<file path="config.mk">
export PLATFORM = sky130hd
export DESIGN_NAME = hmmm_seq_alu
export DESIGN_NICKNAME = d
export VERILOG_FILES = /design/src/rtl/hmmm_seq_alu.sv
export SDC_FILE = /design/constraint.sdc
export NUM_CORES = 1
export LEC_CHECK = 0
export CAP_MARGIN = 20
export CORE_MARGIN = 2
export CORE_UTILIZATION = 63
export CTS_CLUSTER_SIZE = 28
export DETAILED_ROUTE_END_ITERATION = 6
export PLACE_DENSITY = 0.83
export SYNTH_ARGS = -nofsm -noshare
export SYNTH_HDL_FRONTEND = slang
export SYNTH_SLANG_ARGS = --single-unit
</file>
<file path="constraint.sdc">
create_clock -name clk -period 6 [get_ports clk]
set_clock_uncertainty 0.1 [all_clocks]
set_input_delay 1.2 -clock clk [delete_from_list [all_inputs] [get_ports clk]]
set_output_delay 1.2 -clock clk [all_outputs]
set_load 0.01 [all_outputs]
</file>
<file path="src/rtl/hmmm_seq_alu.sv">
// hmmm_seq_alu: multi-cycle ALU for the Hmmm datapath with shift-add multiply and floor div/mod
module hmmm_seq_alu #(
  parameter int WIDTH = 16
) (
  input  logic             clk,
  input  logic             reset,
  input  logic             start,
  input  logic [2:0]       op,
  input  logic [WIDTH-1:0] tmp1,
  input  logic [WIDTH-1:0] tmp2,
  output logic [WIDTH-1:0] result,
  output logic             zero,
  output logic             carry,
  output logic             overflow,
  output logic             div_zero,
  output logic             busy,
  output logic             done
);
  localparam int CW = $clog2(WIDTH);
  localparam logic [WIDTH-1:0] MIN = {1'b1, {(WIDTH-1){1'b0}}};
  typedef enum logic [2:0] {IDLE, MUL, DIV, FIX, DONE} state_t;
  state_t state_q, state_d;
  logic [2:0] op_q, op_d;
  logic [WIDTH-1:0] a_q, a_d, b_q, b_d, hi_q, hi_d, lo_q, lo_d, res_q, res_d;
  logic [CW-1:0] cnt_q, cnt_d;
  logic carry_q, carry_d, ovf_q, ovf_d, dz_q, dz_d, long_q, long_d;
  logic [WIDTH-1:0] mag1, mag2, ma, mb, dr, dq, qs, rs, qf, rf;
  logic [WIDTH:0] add_s, sub_s, msum, dt;
  logic [2*WIDTH-1:0] mprod, mprod_s;
  logic long_op, last, neg_s, dge, fix, mover;
  assign mag1 = tmp1[WIDTH-1] ? -tmp1 : tmp1;
  assign mag2 = tmp2[WIDTH-1] ? -tmp2 : tmp2;
  assign add_s = {1'b0, tmp1} + {1'b0, tmp2};
  assign sub_s = {1'b0, tmp1} + {1'b0, ~tmp2} + (WIDTH+1)'(1);
  assign long_op = op == 3'd3 || ((op == 3'd4 || op == 3'd5) && tmp2 != '0);
  assign last = cnt_q == CW'(WIDTH - 1);
  assign neg_s = a_q[WIDTH-1] ^ b_q[WIDTH-1];
  assign ma = a_q[WIDTH-1] ? -a_q : a_q;
  assign mb = b_q[WIDTH-1] ? -b_q : b_q;
  // hi:lo holds the partial product while multiplying, remainder:quotient while dividing
  assign msum = {1'b0, hi_q} + (lo_q[0] ? {1'b0, ma} : '0);
  assign mprod = {msum, lo_q[WIDTH-1:1]};
  assign mprod_s = neg_s ? -mprod : mprod;
  assign mover = !(&mprod_s[2*WIDTH-1:WIDTH-1] || ~|mprod_s[2*WIDTH-1:WIDTH-1]);
  assign dt = {hi_q, lo_q[WIDTH-1]};
  assign dge = dt >= {1'b0, mb};
  assign dr = dge ? WIDTH'(dt - {1'b0, mb}) : dt[WIDTH-1:0];
  assign dq = {lo_q[WIDTH-2:0], dge};
  assign qs = neg_s ? -dq : dq;
  assign rs = a_q[WIDTH-1] ? -dr : dr;
  assign fix = hi_q != '0 && neg_s;
  assign qf = fix ? lo_q - WIDTH'(1) : lo_q;
  assign rf = fix ? hi_q + b_q : hi_q;
  always_ff @(posedge clk or posedge reset) begin
    if (reset) begin
      state_q <= IDLE;
      op_q    <= '0;
      a_q     <= '0;
      b_q     <= '0;
      hi_q    <= '0;
      lo_q    <= '0;
      res_q   <= '0;
      cnt_q   <= '0;
      carry_q <= 1'b0;
      ovf_q   <= 1'b0;
      dz_q    <= 1'b0;
      long_q  <= 1'b0;
    end else begin
      state_q <= state_d;
      op_q    <= op_d;
      a_q     <= a_d;
      b_q     <= b_d;
      hi_q    <= hi_d;
      lo_q    <= lo_d;
      res_q   <= res_d;
      cnt_q   <= cnt_d;
      carry_q <= carry_d;
      ovf_q   <= ovf_d;
      dz_q    <= dz_d;
      long_q  <= long_d;
    end
  end
  always_comb begin
    state_d = state_q;
    case (state_q)
      IDLE:    state_d = !start ? IDLE : op == 3'd3 ? MUL : long_op ? DIV : DONE;
      MUL:     state_d = last ? DONE : MUL;
      DIV:     state_d = last ? FIX : DIV;
      FIX:     state_d = DONE;
      default: state_d = IDLE;
    endcase
  end
  always_comb begin
    op_d    = op_q;
    a_d     = a_q;
    b_d     = b_q;
    hi_d    = hi_q;
    lo_d    = lo_q;
    cnt_d   = cnt_q + CW'(1);
    res_d   = res_q;
    carry_d = carry_q;
    ovf_d   = ovf_q;
    dz_d    = dz_q;
    long_d  = long_q;
    case (state_q)
      IDLE: if (start) begin
        op_d   = op;
        a_d    = tmp1;
        b_d    = tmp2;
        cnt_d  = '0;
        hi_d   = '0;
        lo_d   = op == 3'd3 ? mag2 : mag1;
        long_d = long_op;
        if (!long_op) begin
          res_d   = op == 3'd0 ? add_s[WIDTH-1:0] : op == 3'd1 ? sub_s[WIDTH-1:0] :
                    op == 3'd2 ? -tmp2 : (op == 3'd4 || op == 3'd5) ? '0 : tmp1;
          carry_d = op == 3'd0 ? add_s[WIDTH] : op == 3'd1 ? sub_s[WIDTH] : 1'b0;
          ovf_d   = op == 3'd0 ? (tmp1[WIDTH-1] == tmp2[WIDTH-1] && add_s[WIDTH-1] != tmp1[WIDTH-1]) :
                    op == 3'd1 ? (tmp1[WIDTH-1] != tmp2[WIDTH-1] && sub_s[WIDTH-1] != tmp1[WIDTH-1]) :
                    op == 3'd2 && tmp2 == MIN;
          dz_d    = op == 3'd4 || op == 3'd5;
        end
      end
      MUL: begin
        hi_d = msum[WIDTH:1];
        lo_d = {msum[0], lo_q[WIDTH-1:1]};
        if (last) begin
          res_d   = mprod_s[WIDTH-1:0];
          carry_d = 1'b0;
          ovf_d   = mover;
          dz_d    = 1'b0;
        end
      end
      DIV: begin
        hi_d = last ? rs : dr;
        lo_d = last ? qs : dq;
      end
      FIX: begin
        res_d   = op_q == 3'd4 ? qf : rf;
        carry_d = 1'b0;
        ovf_d   = op_q == 3'd4 && a_q == MIN && b_q == '1;
        dz_d    = 1'b0;
      end
      default: ;
    endcase
  end
  always_comb begin
    result   = res_q;
    zero     = res_q == '0;
    carry    = carry_q;
    overflow = ovf_q;
    div_zero = dz_q;
    done     = state_q == DONE;
    busy     = state_q == MUL || state_q == DIV || state_q == FIX || (state_q == DONE && long_q);
  end
endmodule

</file>
==> metrics.yaml, run 1 <==
place:
  pre_cts_slack_ps: 588
  gp_congestion: 1.03
  dp_hpwl_mm: 32.0
  io_buffers: 59
sta:
  tns_ps: 0
  fin_ws_ps: 452
  finalCriticalPeriod_ps: 5550
  worstMarginPinSlew_ps: 1120
  min_period_over_period_pct: 92.5
  drv_slew: 0
  hold_violations: 0
  grt_setup_unrepaired: "no"
  final-setup-viol-count: 0
  fmax_mhz: 180
  slew_headroom_pct: 24.9
worst_setup_path:
  critical_path_buf_inv_count: 1
  critPathKind: "reg -> reg"
  cp_max_fo: 6
  crit_path_max_incr_delay_ps: 530
  cp.arrival_ps: 5670
  crit_family: "compound AO/OA/AOI/OAI gates"
  slowest_stage: "or4_1"
  endpoint_kind: "flop"
  cp_common_cell: "o31ai_1"
  cp_cell_sequence: "inv_1 > ha_1 > nand2_1 > or3_1 > or4_1 > o21ai_0 > xor2_1 > nor2_1 > ha_1 > nand2_1 > o32ai_1 > a211oi_1 > o31ai_1 > o31ai_1 > xnor2_2 > nand2b_1 > o31ai_1 > xnor2_1 > or4_1 > o21ai_1 > a211oi_1"
  required_ps: 6120
  critPathLaunchType: "flop"
synthesis:
  synth.ff_latch_count: 94
  seq_area_frac_synth_pct: 20.1
  ys_types: 78
  synth_edf_count: 0
  synth_area_leaders: "dfrtp_1, ha_1, xnor2_1"
  synth_top_cell_by_area: "dfrtp_1"
  synthArstFlopShare_pct: 100
  syn-cell-area_mm2: 0.0117
  synth_flop_cell: "dfrtp_1"
  synth_top_cell_area_share_pct: 20.1
  synth_nets: 1707
  syn_inst: 1573
  synth_warnings: 0
  synth.avg_cell_area_um2: 7.45
detailed_routing:
  routed_wl_mm: 41.0
  drt_iter0_markers: 1502
  vias: 12500
  vias_per_cell: 6.90
  wl_per_cell_um: 22.6
  ant_nets: 0
  route.detailed.drc: 0
  drt_first_pass_iters: 6
floorplanning:
  die_y_um: 140
  core_area_mm2: 0.0181
  start_util_pct: 64.8
  die_area_mm2: 0.0197
  die_w_um: 140
  rows: 49
  boundaryPins: 60
run_status:
  status: "finished, final reports clean"
clock_network:
  cts_setup_buffers: 0
  clk_pin_slew_ps: 70
  cts_made_buffers: 9
  max-clock-path-buffers: 2
  insertion_delay_ps: 360
  h-tree-depth: 3
  cts_tree: "yes"
  cts.sinks: 94
  cts_root_buffer: "clkbuf_16"
  cts_hold_buf: 0
  cts_resized: 0
grt:
  grt_max_degree: 57
  grt_pass1_wl_mm: 64.2
  use_met1_pct: 55.8
  first_global_vias: 11500
  grt_usage_pct: 41.5
  grt_overflow_total: 0
  grt_busiest_layer: "met2"
  antenna_found_initial: 1
  globalRouteMet2Util_pct: 62.7
  met3_usage_pct: 10.5
final_layout:
  final_common_cell: "nand2_1"
  nets: 1716
  drive_gt1_share_pct: 4.35
  final_cell_mix: "nand2_1, nor2_1, o21ai_0"
  syn_to_final_growth_pct: 9.12
  diodes: 0
  nFillCells: 1584
pwr:
  p_per_area_mw_per_mm2: 574
  peakVddDrop_mv: 0.360
  leakagePower_nw: 5.50
run:
  cap_viol_max_count: 0
worst_hold_path:
  hold_path_class: "reg -> reg"
kinds of logic (layout without fill, tap and decap cells):
family | after synthesis | in the layout | share of synthesized area, %
buffers and inverters | 143 | 157 | 4.64
adder cells (fa/ha/maj) | 96 | 96 | 10.6
AND/OR/NAND/NOR | 551 | 551 | 22.0
XOR/XNOR | 194 | 194 | 14.7
flip-flops | 94 | 94 | 20.1
multiplexers | 25 | 25 | 2.17
AO/OA/AOI/OAI | 470 | 470 | 25.9
worst paths after layout:
| path | from | end | slack [ps] | depth (start not counted) |
|---|---|---|---|---|
| worst max register to register | a_q[0]$_DFFE_PP0P_ | overflow$_DFFE_PP0P_ | 450 | 21 |
| worst min register to register | cnt_q[0]$_DFF_PP0_ | cnt_q[0]$_DFF_PP0_ | 370 | 1 |
| worst max-delay path | a_q[0]$_DFFE_PP0P_ | overflow$_DFFE_PP0P_ | 450 | 21 |
| max in group asynchronous | reset | div_zero$_DFFE_PP0P_ | 3570 | 3 |
| min in group asynchronous | reset | a_q[3]$_DFFE_PP0P_ | 1210 | 2 |
| worst min-delay path | cnt_q[0]$_DFF_PP0_ | cnt_q[0]$_DFF_PP0_ | 370 | 1 |
cell usage after synthesis, types with 5 or more instances:
cell type / instances
o41ai_1: 8
a221oi_1: 19
nor3_1: 37
o221ai_1: 10
xor2_1: 85
nor2b_1: 9
dfrtp_1: 94
nand2b_1: 14
buf_2: 6
o22ai_1: 10
ha_1: 91
a211oi_1: 28
nor2_1: 171
nand3_1: 28
o211ai_1: 9
nand4_1: 9
a221o_1: 5
and2_1: 8
a22oi_1: 15
and3_1: 8
inv_1: 57
clkbuf_1: 72
mux2i_1: 22
o31ai_1: 27
o21bai_1: 13
or4_1: 18
xnor2_1: 106
nor3b_1: 6
a21oi_1: 108
a31oi_1: 20
or3_1: 13
fa_1: 5
o21ai_0: 128
nor4_1: 18
nand2_1: 189
buf_1: 7
a21o_1: 21
state kept, by name, indices dropped and copies added, names as in the netlist:
register	count
a_q	16
b_q	16
div_zero	1
cnt_q	4
lo_q	16
result	16
overflow	1
long_q	1
op_q	3
state_q	3
carry	1
hi_q	16
worst reg2reg max path, stage by stage (launching register included):
cell	delay (ps)
dfrtp_1	390
inv_1	100
ha_1	170
nand2_1	70
or3_1	340
or4_1	510
o21ai_0	230
xor2_1	180
nor2_1	60
ha_1	290
nand2_1	120
o32ai_1	90
a211oi_1	220
o31ai_1	160
o31ai_1	430
xnor2_2	240
nand2b_1	170
o31ai_1	370
xnor2_1	150
or4_1	530
o21ai_1	370
a211oi_1	130
layout make-up:
cell class	count	area (um^2)	area share, %
clock buffers	10	239	1.87
clock inverters	6	81.3	0.636
inverters	58	220	1.72
multi-input cells	1336	8850	69.1
flip-flops and latches	94	2350	18.4
well taps	229	287	2.24
repair buffers	83	771	6.02
per-layer routing:
layer	wire, um	vias up
li1	-	5712
met4	2230	2
met2	17700	811
met5	13	-
met1	16300	5845
met3	4850	163
metrics by stage:
step           hold WS [ps]  instances  utilization, %  power, mW  area [um^2]
2_1_floorplan           333       1573               -       5.09        11700
3_3_place_gp            354       1800            69.0       6.39        12500
3_5_place_dp            360       1800            69.0       6.51        12500
4_1_cts                 370       1816            70.8       7.17        12800
5_1_grt                 396       1816            70.8       7.87        12800
6_report                365       1816            70.8       7.35        12800
power by group:
| group | total (mW) | leakage [nW] | internal (mW) | switching [mW] |
|---|---|---|---|---|
| clock | 0.638 | 0.159 | 0.347 | 0.291 |
| sequential | 1.48 | 1.17 | 0.913 | 0.563 |
| combinational | 5.24 | 4.18 | 2.02 | 3.22 |
| total | 7.35 | 5.50 | 3.28 | 4.07 |
No activity file was read; power rests on OpenSTA's default activity.
==> run 2: changes to the inputs <==
--- a/config.mk
+++ b/config.mk
@@ -6,11 +6,11 @@
 export NUM_CORES = 1
 export LEC_CHECK = 0
 export CAP_MARGIN = 20
-export CORE_MARGIN = 2
-export CORE_UTILIZATION = 63
+export CORE_MARGIN = 1.5
+export CORE_UTILIZATION = 35
 export CTS_CLUSTER_SIZE = 28
 export DETAILED_ROUTE_END_ITERATION = 6
-export PLACE_DENSITY = 0.83
+export PLACE_DENSITY = 0.51
 export SYNTH_ARGS = -nofsm -noshare
 export SYNTH_HDL_FRONTEND = slang
 export SYNTH_SLANG_ARGS = --single-unit
==> metrics.yaml, run 2 (synthesis results as in run 1) <==
run_status:
  status: "finished, final reports clean"
grt:
  first_global_vias: 11200
  grt_pass1_wl_mm: 67.9
  use_met1_pct: 37.0
  grt_overflow_total: 0
  met3_usage_pct: 3.05
  antenna_found_initial: 2
  globalRouteMet2Util_pct: 41.0
  grt_usage_pct: 26.1
  grt_max_degree: 51
  grt_busiest_layer: "met2"
final_layout:
  drive_gt1_share_pct: 5.18
  stdcell_area_mm2: 0.0132
  nFillCells: 3464
  multiInputGateArea_mm2: 0.00885
  final_util_pct: 40.1
  layout.cells.non_filler: 2043
  final_cell_mix: "nand2_1, nor2_1, o21ai_0"
  seq_area_mm2: 0.00235
  syn_to_final_growth_pct: 12.2
  final_common_cell: "nand2_1"
  nets: 1730
  diodes: 0
clock_network:
  insertion_delay_ps: 370
  h-tree-depth: 3
  cts_resized: 0
  cts_made_buffers: 9
  cts_hold_buf: 0
  cts_setup_buffers: 0
  cts_root_buffer: "clkbuf_16"
  cts.sinks: 94
  clk_pin_slew_ps: 80
  cts_tree: "yes"
  max-clock-path-buffers: 2
detailed_routing:
  vias_per_cell: 5.84
  drt_iter0_markers: 1100
  vias: 11900
  route.detailed.drc: 0
  wl_per_cell_um: 21.8
  ant_nets: 0
  drt_first_pass_iters: 6
  routed_wl_mm: 44.6
place:
  dp_hpwl_mm: 34.8
  io_buffers: 59
  place_area_mm2: 0.0128
  gp_congestion: 0.910
  dp_cells: 2025
  pre_cts_slack_ps: 476
sta:
  slew_headroom_pct: 37.0
  tns_ps: 0
  fmax_mhz: 182
  fin_ws_ps: 491
  worstMarginPinSlew_ps: 942
  hold_ws_ps: 368
  hold_violations: 0
  grt_setup_unrepaired: "no"
  drv_slew: 0
  final-setup-viol-count: 0
  min_period_over_period_pct: 91.8
  finalCriticalPeriod_ps: 5510
worst_setup_path:
  endpoint_kind: "flop"
  critPathKind: "reg -> reg"
  cp_max_fo: 7
  cp.arrival_ps: 5630
  critPathLaunchType: "flop"
  crit_path_max_incr_delay_ps: 650
  critical_path_buf_inv_count: 1
  slowest_stage: "xnor2_1"
  required_ps: 6120
  cp_common_cell: "or4_1"
  cp_cell_sequence: "inv_1 > ha_1 > nand2_1 > or3_1 > or4_1 > o21ai_0 > xor2_1 > nor2_1 > ha_1 > nand2_1 > o32ai_1 > a211oi_1 > o31ai_1 > xnor2_1 > nand2_4 > xnor2_2 > a31oi_1 > or4_1 > or4_1 > o21ai_1 > a211oi_1"
  crit_family: "simple AND/OR/NAND/NOR gates"
pwr:
  p_per_area_mw_per_mm2: 563
  peakVddDrop_mv: 0.238
  leakagePower_nw: 5.56
  total_power_mw: 7.40
floorplanning:
  core_area_mm2: 0.0328
  start_util_pct: 35.8
  rows: 66
  die_y_um: 186
  die_area_mm2: 0.0346
  die_w_um: 186
  boundaryPins: 60
worst_hold_path:
  hold_path_class: "reg -> reg"
run:
  cap_viol_max_count: 0
run 2: area by class of cell:
class / count / share of cell area [%]
clock buffer: 9 / 1.71
timing repair buffer: 97 / 6.71
multi-input combinational: 1336 / 67.2
inverter: 58 / 1.67
tap: 442 / 4.20
clock inverter: 7 / 0.608
sequential: 94 / 17.9
run 2: final timing paths:
kind                                         start               endpoint  slack [ps]  cells after the start
max in group asynchronous                    reset  result[1]$_DFFE_PP0P_        3550                      3
worst min-delay path            cnt_q[0]$_DFF_PP0_     cnt_q[0]$_DFF_PP0_         370                      1
worst max-delay path            a_q[0]$_DFFE_PP0P_   overflow$_DFFE_PP0P_         490                     21
min in group asynchronous                    reset     a_q[5]$_DFFE_PP0P_        1170                      2
worst max register to register  a_q[0]$_DFFE_PP0P_   overflow$_DFFE_PP0P_         490                     21
worst min register to register  cnt_q[0]$_DFF_PP0_     cnt_q[0]$_DFF_PP0_         370                      1
run 2: power by group:
part           internal [mW]  total (mW)  switching [mW]
Sequential             0.913        1.44           0.523
Combinational           2.07        5.37            3.30
Clock                  0.296       0.602           0.305
run 2: per-layer routing:
metal  wire (um)  part of all wire, %
met3        1970                  4.4
met5          12                0.027
met4        1290                  2.9
met1       21200                   48
met2       20100                   45
